==> src/rtl/multisim_pull_upsizer.sv <==
// multisim_pull_upsizer: packs RATIO narrow beats from a multisim pull client
// into one wide word and presents it on a registered vld/rdy output.
// The first beat of a word ends up in the lowest IN_WIDTH bits.
// Optional build macro MULTISIM_UPSIZER_STATS_EN adds the words_out and
// stall_cycles counters. MULTISIM_SIMULATION_4_STATE selects a logic payload
// element type (bit otherwise).
module multisim_pull_upsizer #(
    parameter int IN_WIDTH = 64,
    parameter int RATIO    = 4,
`ifdef MULTISIM_SIMULATION_4_STATE
    parameter type multisim_data_t = logic
`else
    parameter type multisim_data_t = bit
`endif
) (
    input  logic                                  clk,
    input  logic                                  rst_n,
    input  logic                                  in_vld,
    output logic                                  in_rdy,
    input  multisim_data_t [IN_WIDTH-1:0]         in_data,
    output logic                                  out_vld,
    input  logic                                  out_rdy,
    output multisim_data_t [IN_WIDTH*RATIO-1:0]   out_data
`ifdef MULTISIM_UPSIZER_STATS_EN
    ,
    output logic [31:0]                           words_out,
    output logic [31:0]                           stall_cycles
`endif
);

    localparam int OUT_WIDTH = IN_WIDTH * RATIO;
    localparam int CNT_W     = (RATIO > 1) ? $clog2(RATIO) : 1;
    localparam logic [CNT_W-1:0] CNT_LAST = CNT_W'(RATIO - 1);

    logic [CNT_W-1:0]               cnt;
    logic                           last_beat;
    logic                           in_fire;
    logic                           out_fire;
    multisim_data_t [OUT_WIDTH-1:0] word_next;

    // The final beat is held off only while the output register is full and
    // not draining; every other beat lands in the accumulator.
    assign last_beat = (cnt == CNT_LAST);
    assign in_rdy    = !(last_beat && out_vld && !out_rdy);
    assign in_fire   = in_vld && in_rdy;
    assign out_fire  = out_vld && out_rdy;

    generate
        if (RATIO > 1) begin : g_acc
            multisim_data_t [(RATIO-1)*IN_WIDTH-1:0] acc;

            // Capture non-final beats into the lane selected by cnt
            always_ff @(posedge clk or negedge rst_n) begin
                if (!rst_n) begin
                    acc <= '0;
                end else if (in_fire && !last_beat) begin
                    for (int k = 0; k < RATIO - 1; k++) begin
                        if (cnt == CNT_W'(k))
                            acc[k*IN_WIDTH +: IN_WIDTH] <= in_data;
                    end
                end
            end

            // Final beat goes straight to the top lane, no extra cycle
            assign word_next = {in_data, acc};
        end else begin : g_pass
            assign word_next = in_data;
        end
    endgenerate

    // Beat counter: 0..RATIO-1, wraps when the word completes
    always_ff @(posedge clk or negedge rst_n) begin
        if (!rst_n)
            cnt <= '0;
        else if (in_fire)
            cnt <= last_beat ? '0 : cnt + CNT_W'(1);
    end

    // Output register: a load wins over a drain on the same edge
    always_ff @(posedge clk or negedge rst_n) begin
        if (!rst_n) begin
            out_vld  <= 1'b0;
            out_data <= '0;
        end else begin
            if (in_fire && last_beat) begin
                out_vld  <= 1'b1;
                out_data <= word_next;
            end else if (out_rdy) begin
                out_vld  <= 1'b0;
            end
        end
    end

`ifdef MULTISIM_UPSIZER_STATS_EN
    // Saturating event counters for delivered words and back-pressure cycles
    always_ff @(posedge clk or negedge rst_n) begin
        if (!rst_n) begin
            words_out    <= '0;
            stall_cycles <= '0;
        end else begin
            if (out_fire && words_out != 32'hFFFF_FFFF)
                words_out <= words_out + 32'd1;
            if (out_vld && !out_rdy && stall_cycles != 32'hFFFF_FFFF)
                stall_cycles <= stall_cycles + 32'd1;
        end
    end
`endif

endmodule
==> config.mk <==
export PLATFORM = sky130hd
export DESIGN_NAME = multisim_pull_upsizer
export DESIGN_NICKNAME = d
export VERILOG_FILES = /design/src/rtl/multisim_pull_upsizer.sv
export SDC_FILE = /design/constraint.sdc
export NUM_CORES = 1
export LEC_CHECK = 0
export CORE_ASPECT_RATIO = 0.9
export CORE_MARGIN = 1
export CORE_UTILIZATION = 43
export DETAILED_ROUTE_END_ITERATION = 16
export PLACE_DENSITY_LB_ADDON = 0.2
export SETUP_SLACK_MARGIN = 0.05
export SLEW_MARGIN = 0
export SYNTH_ARGS = -nofsm -noshare
export SYNTH_HDL_FRONTEND = slang
export SYNTH_SLANG_ARGS = --single-unit
==> constraint.sdc <==
create_clock -name clk -period 1.8 [get_ports clk]
set_input_delay 0.18 -clock clk [delete_from_list [all_inputs] [get_ports clk]]
set_output_delay 0.18 -clock clk [all_outputs]
set_load 0.01 [all_outputs]
==> metrics.md, run 1 <==
| Metric | Value |
|---|---|
| Final hold violations | `0` |
| Post-Layout Cell Count | `1,972` |
| Pleak | `11.5 nW` |
| Yosys reg bits | `451` |
| Synth top area cells | `dfrtp_1 (63%), mux2_2 (15%), mux2_4 (15%)` |
| Clock Sinks | `451` |
| Share of cells above drive strength 1 | `43.4%` |
| Most frequent cells in the layout | `dfrtp_1 (451), clkdlybuf4s50_1 (310), mux2_4 (264)` |
| Crit path DAT | `2.28 ns` |
| CP Cell Sequence | `ha_2 -> buf_6 -> nand2_4 -> a21oi_4 -> buf_6 -> clkbuf_16 -> clkbuf_16 -> mux2_2` |
| Routed Antenna Nets | `0` |
| IO Count | `326` |
| Largest net degree at the start of global routing | `79` |
| Worst Setup SP | `cnt[1]$_DFFE_PN0N_` |
| Final Max Tran Viols | `0` |
| Avg Vias per Cell | `4.91` |
| Fin area | `0.0247 mm2` |
| Site Rows | `70` |
| Worst R2R Path Depth | `8` |
| Failing checks | `setup timing` |
| Initial antenna violation count | `1` |
| DRT Wirelength | `41,500 um` |
| Reg-to-reg startpoint | `cnt[1]$_DFFE_PN0N_` |
| Area delta synth->final | `37.2%` |
| CP Buf/Inv Count | `4` |
| Clock latency at the later pin of the worst-skew pair | `0.57 ns` |
| R2r endpoint | `out_data[244]$_DFFE_PN0P_` |
| RSZ-0062 raised after global routing | `yes` |
| Worst path slowest cell | `dfrtp_1` |
| DP Wirelength | `26,300 um` |
| Stages on worst setup path | `8` |
| CTS tree | `done` |
| Setup ws final | `-0.0326 ns` |
| Critical Path End | `out_data[244]$_DFFE_PN0P_` |
| Die Span Y | `196 um` |
| CTS max path bufs | `3` |
| Number of max-cap violations | `0` |
| Post-synth top area cell | `dfrtp_1` |
| Initial Util | `44.0%` |
| Final Wtd Congestion | `0.735` |
| Worst Tran Pin Value | `0.443 ns` |
| First-pass GRT wire length | `62,200 um` |
| Remaining DRCs | `0` |
| Die X | `218 um` |
| Crit-path max cell delay | `0.37 ns` |
| Data required time of the critical path | `2.24 ns` |
| Placement Cell Area | `0.0221 mm2` |
| Power density over cell area | `1940 mW/mm2` |
| Worst Setup Path Type | `register to register` |
| Yosys Warn Count | `0` |
| Syn avg cell area | `18.7 um2` |
| Vias | `9,673` |
| FMAX | `546 MHz` |
| Initial DRC count | `423` |
| CP max FO | `8` |
| Pre-CTS setup slack | `-0.0718 ns` |
| Core area | `0.0410 mm2` |
| Max IR drop VDD | `1170 uV` |
| Final Util | `60.3%` |
| Final Critical Period | `1.83 ns` |
| Endpoints failing setup | `32` |
| Drt wl/cell | `21.0 um` |
| Count of different cell masters after synthesis | `20` |
| Post-Syn Area | `0.0180 mm2` |
| Syn_nets | `1,037` |
| Yosys top cell area share | `62.6%` |
| Fin Clk Skew | `0.0129 ns` |
| Flop-to-flop setup slack | `-0.03 ns` |
| Filler instances | `3,105` |
| GRT Util Overall | `18.8%` |
| Post-synthesis sequential area ratio | `62.6%` |
| Pre-antenna DRT Iters | `4` |
| Die area | `0.0427 mm2` |
| Nets | `1,471` |
| Inserted Clock Buffers | `46` |
| Setup crit start kind | `register` |
| CTS HTree Levels | `2` |
| Post-Synthesis Cells | `965` |
| Relative slew margins | `70.5%` |
| Most common cell after layout, fill and taps aside | `dfrtp_1` |
| Final Cycle Share | `102%` |
| CP Capture Type | `register` |
| Root buf cell | `clkbuf_16` |
| Outcome | `finished, violations left` |
| Overflow after GRT | `0` |
| Vias in the first global route | `10,400` |
| Critical path's top delay family | `buffers and inverters` |
| PortBufs | `325` |
| Placed insts | `1,854` |
| Clock-pin slew on the worst setup and hold paths | `0.06 ns` |
| Worst hold path type | `input port to async pin` |
==> routing by layer <==
layer  up-vias  share of wire (%)  track usage [%]
met5         -                  0                0
met4         0                1.5             5.39
met3        45                6.1             4.99
met2       225                 47             29.4
met1      5113                 45             25.9
li1       4290                  -                -
==> per-stage QoR <==
step	hold slack [ns]	power (W)	TNS [ns]
after detailed placement	0.135	0.0370	-10.62
after global routing	0.141	0.0506	-13.95
after CTS	0.118	0.0471	0
after floorplan	-0.116	0.0284	0
after global placement	0.131	0.0366	-6.72
final	0.139	0.0481	-0.350
==> flip-flops by register name, indices dropped and copies added (netlist names) <==
signal	count
out_vld	1
out_data	256
cnt	2
g_acc.acc	192
==> power by group <==
group | internal (W) | switching (W) | total (W)
logic | 0.0137 | 0.00691 | 0.0206
clock network | 0.00522 | 0.00387 | 0.00909
registers | 0.0154 | 0.00302 | 0.0184
==> repair_timing <==
item / CTS / global route
hold endpoints to repair: 268 / 0
buffers inserted: 8 / 8
gates cloned: 3 / 17
hold buffers: 1 / 0
setup endpoints to repair: 393 / 408
resized for setup: 61 / 93
pin swaps: 1 / 2
==> final cells by class <==
cell class	count	area (um2)	share of cell area, %
repair buffers	429	5000	20.2
flip-flops and latches	451	11300	45.6
clock buffers	65	1350	5.47
clock inverters	14	77.6	0.314
diodes	2	5.00	0.0202
multi-input cells	467	6310	25.5
inverters	4	21.3	0.0860
well taps	540	676	2.73
==> how the worst min path moves through the flow <==
stage | slack, ns | to | from
finish | 0.14 | out_data[24]$_DFFE_PN0P_ | rst_n
global route | 0.14 | out_data[24]$_DFFE_PN0P_ | rst_n
CTS | 0.12 | out_data[24]$_DFFE_PN0P_ | rst_n
detailed placement | 0.14 | out_data[24]$_DFFE_PN0P_ | rst_n
global placement | 0.13 | out_data[24]$_DFFE_PN0P_ | rst_n
floorplan | -0.12 | cnt[0]$_DFFE_PN0N_ | rst_n
==> cells in the mapped netlist, drive strengths merged <==
cell type,instances
nand3b,1
ha,4
mux2,448
dfrtp,451
a31oi,1
inv,4
nand2,4
a31o,1
a21oi,2
o21ai,1
buf,46
nor2,1
and2b,1
==> logic make-up (layout without fill, tap and decap cells) <==
family | after synthesis | in the layout | share of synthesized area, %
AO/OA/AOI/OAI | 5 | 5 | 0.229
AND/OR/NAND/NOR | 7 | 10 | 0.486
flip-flops | 451 | 451 | 62.6
buffers and inverters | 50 | 512 | 4.64
other | 0 | 2 | 0
adder cells (fa/ha/maj) | 4 | 4 | 0.278
multiplexers | 448 | 448 | 31.7
Power figures use the tool's default switching activity.
==> run 2: changes to the inputs <==
--- a/config.mk
+++ b/config.mk
@@ -9,3 +9,3 @@
 export CORE_MARGIN = 1
-export CORE_UTILIZATION = 43
+export CORE_UTILIZATION = 47
 export DETAILED_ROUTE_END_ITERATION = 16
==> constraint.sdc (replaced) <==
create_clock -name clk -period 1.8 [get_ports clk]
set_input_delay 0.27 -clock clk [delete_from_list [all_inputs] [get_ports clk]]
set_output_delay 0.27 -clock clk [all_outputs]
set_load 0.01 [all_outputs]
==> run 2 against run 1 <==
Net effect: the run now ends clean; maximum frequency up 2.2%; first-iteration DRC count up 5.2%; critical path depth down 2; sequential power about the same; cell count down 2.3%; via count up 0.53%; largest cell class unchanged.
==> metrics.md, run 2 (synthesized netlist as in run 1, its figures left out) <==
| Metric | Value |
|---|---|
| CTS tree | `done` |
| Final Max Tran Viols | `0 (unchanged)` |
| CTS HTree Levels | `2 (unchanged)` |
| CTS max path bufs | `3 (unchanged)` |
| Clock-pin slew on the worst setup and hold paths | `0.06 ns (about the same)` |
| Final Critical Period | `1.79 ns (-0.0387 ns)` |
| Post-Layout Cell Count | `1,926 (-2.3%)` |
| Drt wl/cell | `21.7 um (+3.3%)` |
| Biggest register | `out_data` |
| IO Count | `326 (unchanged)` |
| Internal Power | `0.0331 W (-3.5%)` |
| Critical path's top delay family | `simple AND/OR/NAND/NOR gates` |
| Largest net degree at the start of global routing | `69 (-13%)` |
| Remaining DRCs | `0 (unchanged)` |
| Net Sw Frac | `29.3% (+0.58 points)` |
| Share of cells above drive strength 1 | `43.9% (+0.44 points)` |
| Setup ws final | `0.00605 ns (+0.0387 ns)` |
| Inserted Clock Buffers | `46 (unchanged)` |
| Flop-to-flop setup slack | `0.006 ns (+0.04 ns)` |
| Net load switching power | `0.0137 W (-0.73%)` |
| Placed insts | `1,801 (-2.9%)` |
| Worst Tran Pin Value | `0.453 ns (+0.0104 ns)` |
| Root buf cell | `clkbuf_16` |
| CP Cell Sequence | `ha_4 -> and2b_4 -> buf_12 -> nand2_8 -> clkbuf_16 -> mux2_4` |
| Outcome | `completed` |
| CP max FO | `7 (-1)` |
| Vias | `9,724 (+0.53%)` |
| Core area | `0.0375 mm2 (-8.6%)` |
| Worst R2R Path Depth | `6 (-2)` |
| Die X | `208 um (-4.3%)` |
| Fin Clk Skew | `0.0155 ns (+0.00253 ns)` |
| Largest registers | `out_data (256), g_acc.acc (192), cnt (2)` |
| # diodes | `0 (-2)` |
| Reg-to-reg startpoint | `cnt[1]$_DFFE_PN0N_` |
| Initial antenna violation count | `0 (-1)` |
| Final Wtd Congestion | `0.779 (+6.0%)` |
| Vias in the first global route | `10,300 (-0.19%)` |
| R2r endpoint | `g_acc.acc[21]$_DFFE_PN0P_` |
| Final Cycle Share | `99.7% (-2.1 points)` |
| Most frequent cells in the layout | `dfrtp_1 (451), mux2_2 (240), mux2_4 (194)` |
| Overflow after GRT | `0 (unchanged)` |
| Endpoints failing setup | `0 (-100%)` |
| RSZ-0062 raised after global routing | `yes` |
| Final hold violations | `0 (unchanged)` |
| DRT Wirelength | `41,900 um (+0.93%)` |
| Clock latency at the later pin of the worst-skew pair | `0.55 ns (-0.02 ns)` |
| Routed Antenna Nets | `0 (unchanged)` |
| Number of max-cap violations | `0 (unchanged)` |
| Initial Util | `48.1% (+4.1 points)` |
| Relative slew margins | `69.8% (-0.70 points)` |
| Pre-antenna DRT Iters | `4 (unchanged)` |
| Max reg flops | `256 (unchanged)` |
| Die area | `0.0391 mm2 (-8.4%)` |
| Sequential share of power | `39.1% (+0.9 points)` |
| First-pass GRT wire length | `61,800 um (-0.70%)` |
| CP Buf/Inv Count | `2 (-2)` |
| Most common cell after layout, fill and taps aside | `dfrtp_1` |
| Die Span Y | `188 um (-4.3%)` |
| FMAX | `557 MHz (+2.2%)` |
| Pleak | `12.1 nW (+5.8%)` |
| Placement Cell Area | `0.0220 mm2 (-0.53%)` |
| Fin Setup TNS | `0 ns (+0.350 ns)` |
| Crit-path max cell delay | `0.41 ns (+0.04 ns)` |
| Site Rows | `67 (-4.3%)` |
| Worst hold path type | `input port to async pin` |
| Nets | `1,481 (+0.68%)` |
| Initial DRC count | `445 (+5.2%)` |
| Worst path slowest cell | `dfrtp_1` |
| Clock network power share | `20.0% (+1.1 points)` |
| Fin area | `0.0246 mm2 (-0.34%)` |
| Worst Setup SP | `cnt[1]$_DFFE_PN0N_` |
| Max IR drop VDD | `1170 uV (-0.17%)` |
| Clock Sinks | `451 (unchanged)` |
| DP Wirelength | `26,000 um (-0.93%)` |
| PortBufs | `325 (unchanged)` |
| Logic pwr share | `40.9% (-2.0 points)` |
| Avg Vias per Cell | `5.05 (+2.9%)` |
| Power density over cell area | `1900 mW/mm2 (-2.4%)` |
| Crit path DAT | `2.22 ns (-0.06 ns)` |
| Setup crit start kind | `register` |
| Worst Setup Path Type | `register to register` |
| GRT Util Overall | `20.1% (+1.3 points)` |
| CP Capture Type | `register` |
| Pre-CTS setup slack | `-0.265 ns (-0.193 ns)` |
| Area delta synth->final | `36.8%` |
| Data required time of the critical path | `2.22 ns (-0.02 ns)` |
## run 2: cell types whose count changed in the layout (fill, tap and decap cells not counted), sizes merged, moves of 2 or more
cell,before,now
buf,89,94
clkbuf,80,95
clkdlybuf4s50,310,139
clkinv,12,7
diode,2,0
dlygate4sd2,1,118
dlymetal6s2s,12,66
## run 2: power by group through the flow
stage	sequential [W]	combinational (W)	clock (W)
after CTS	0.0183	0.0182	0.00961
after detailed placement	0.0184	0.0184	0
after global routing	0.0190	0.0202	0.00999
after floorplan	0.0190	0.00940	0
after global placement	0.0183	0.0181	0
final	0.0183	0.0191	0.00938
## run 2: stage by stage
step | util [%] | hold slack [ns] | power [W]
after floorplan | - | -0.0256 | 0.0284
after global placement | 58.6 | 0.218 | 0.0364
after detailed placement | 58.6 | 0.224 | 0.0369
after CTS | 63.3 | 0.246 | 0.0461
after global routing | 65.8 | 0.251 | 0.0492
final | 65.8 | 0.233 | 0.0468
## run 2: layer usage
metal  GRT usage (%)  vias up  wire, um
li1                -     4314         -
met1            28.6     5145     19500
met2            31.1      224     19700
met3            5.19       41      2140
met4            4.50        0       571
met5               0        -         0
## run 2: area by class of cell
type | count | area (um2)
flip-flops and latches | 451 | 11300
clock buffers | 74 | 1430
well taps | 483 | 604
inverters | 4 | 20.0
fillers | 2643 | 12800
multi-input cells | 467 | 6050
clock inverters | 8 | 65.1
repair buffers | 439 | 5190
## run 2: worst max path at each step
stage / depth (start not counted) / to / slack [ns]
6_report: 6 / g_acc.acc[21]$_DFFE_PN0P_ / 0.006
5_1_grt: 6 / g_acc.acc[15]$_DFFE_PN0P_ / -0.02
4_1_cts: 7 / g_acc.acc[44]$_DFFE_PN0P_ / -0.004
3_5_place_dp: 6 / out_data[143]$_DFFE_PN0P_ / -0.27
3_3_place_gp: 6 / out_data[47]$_DFFE_PN0P_ / -0.23
2_1_floorplan: 5 / g_acc.acc[100]$_DFFE_PN0P_ / 0.1
## run 2: timing repair
action,in CTS,in global routing
setup buffers,11,2
hold buffers,1,0
gates resized for setup,154,123
endpoints found under the hold margin,39,0
pin swaps,1,4
gates cloned,4,28
setup endpoints to repair,545,464
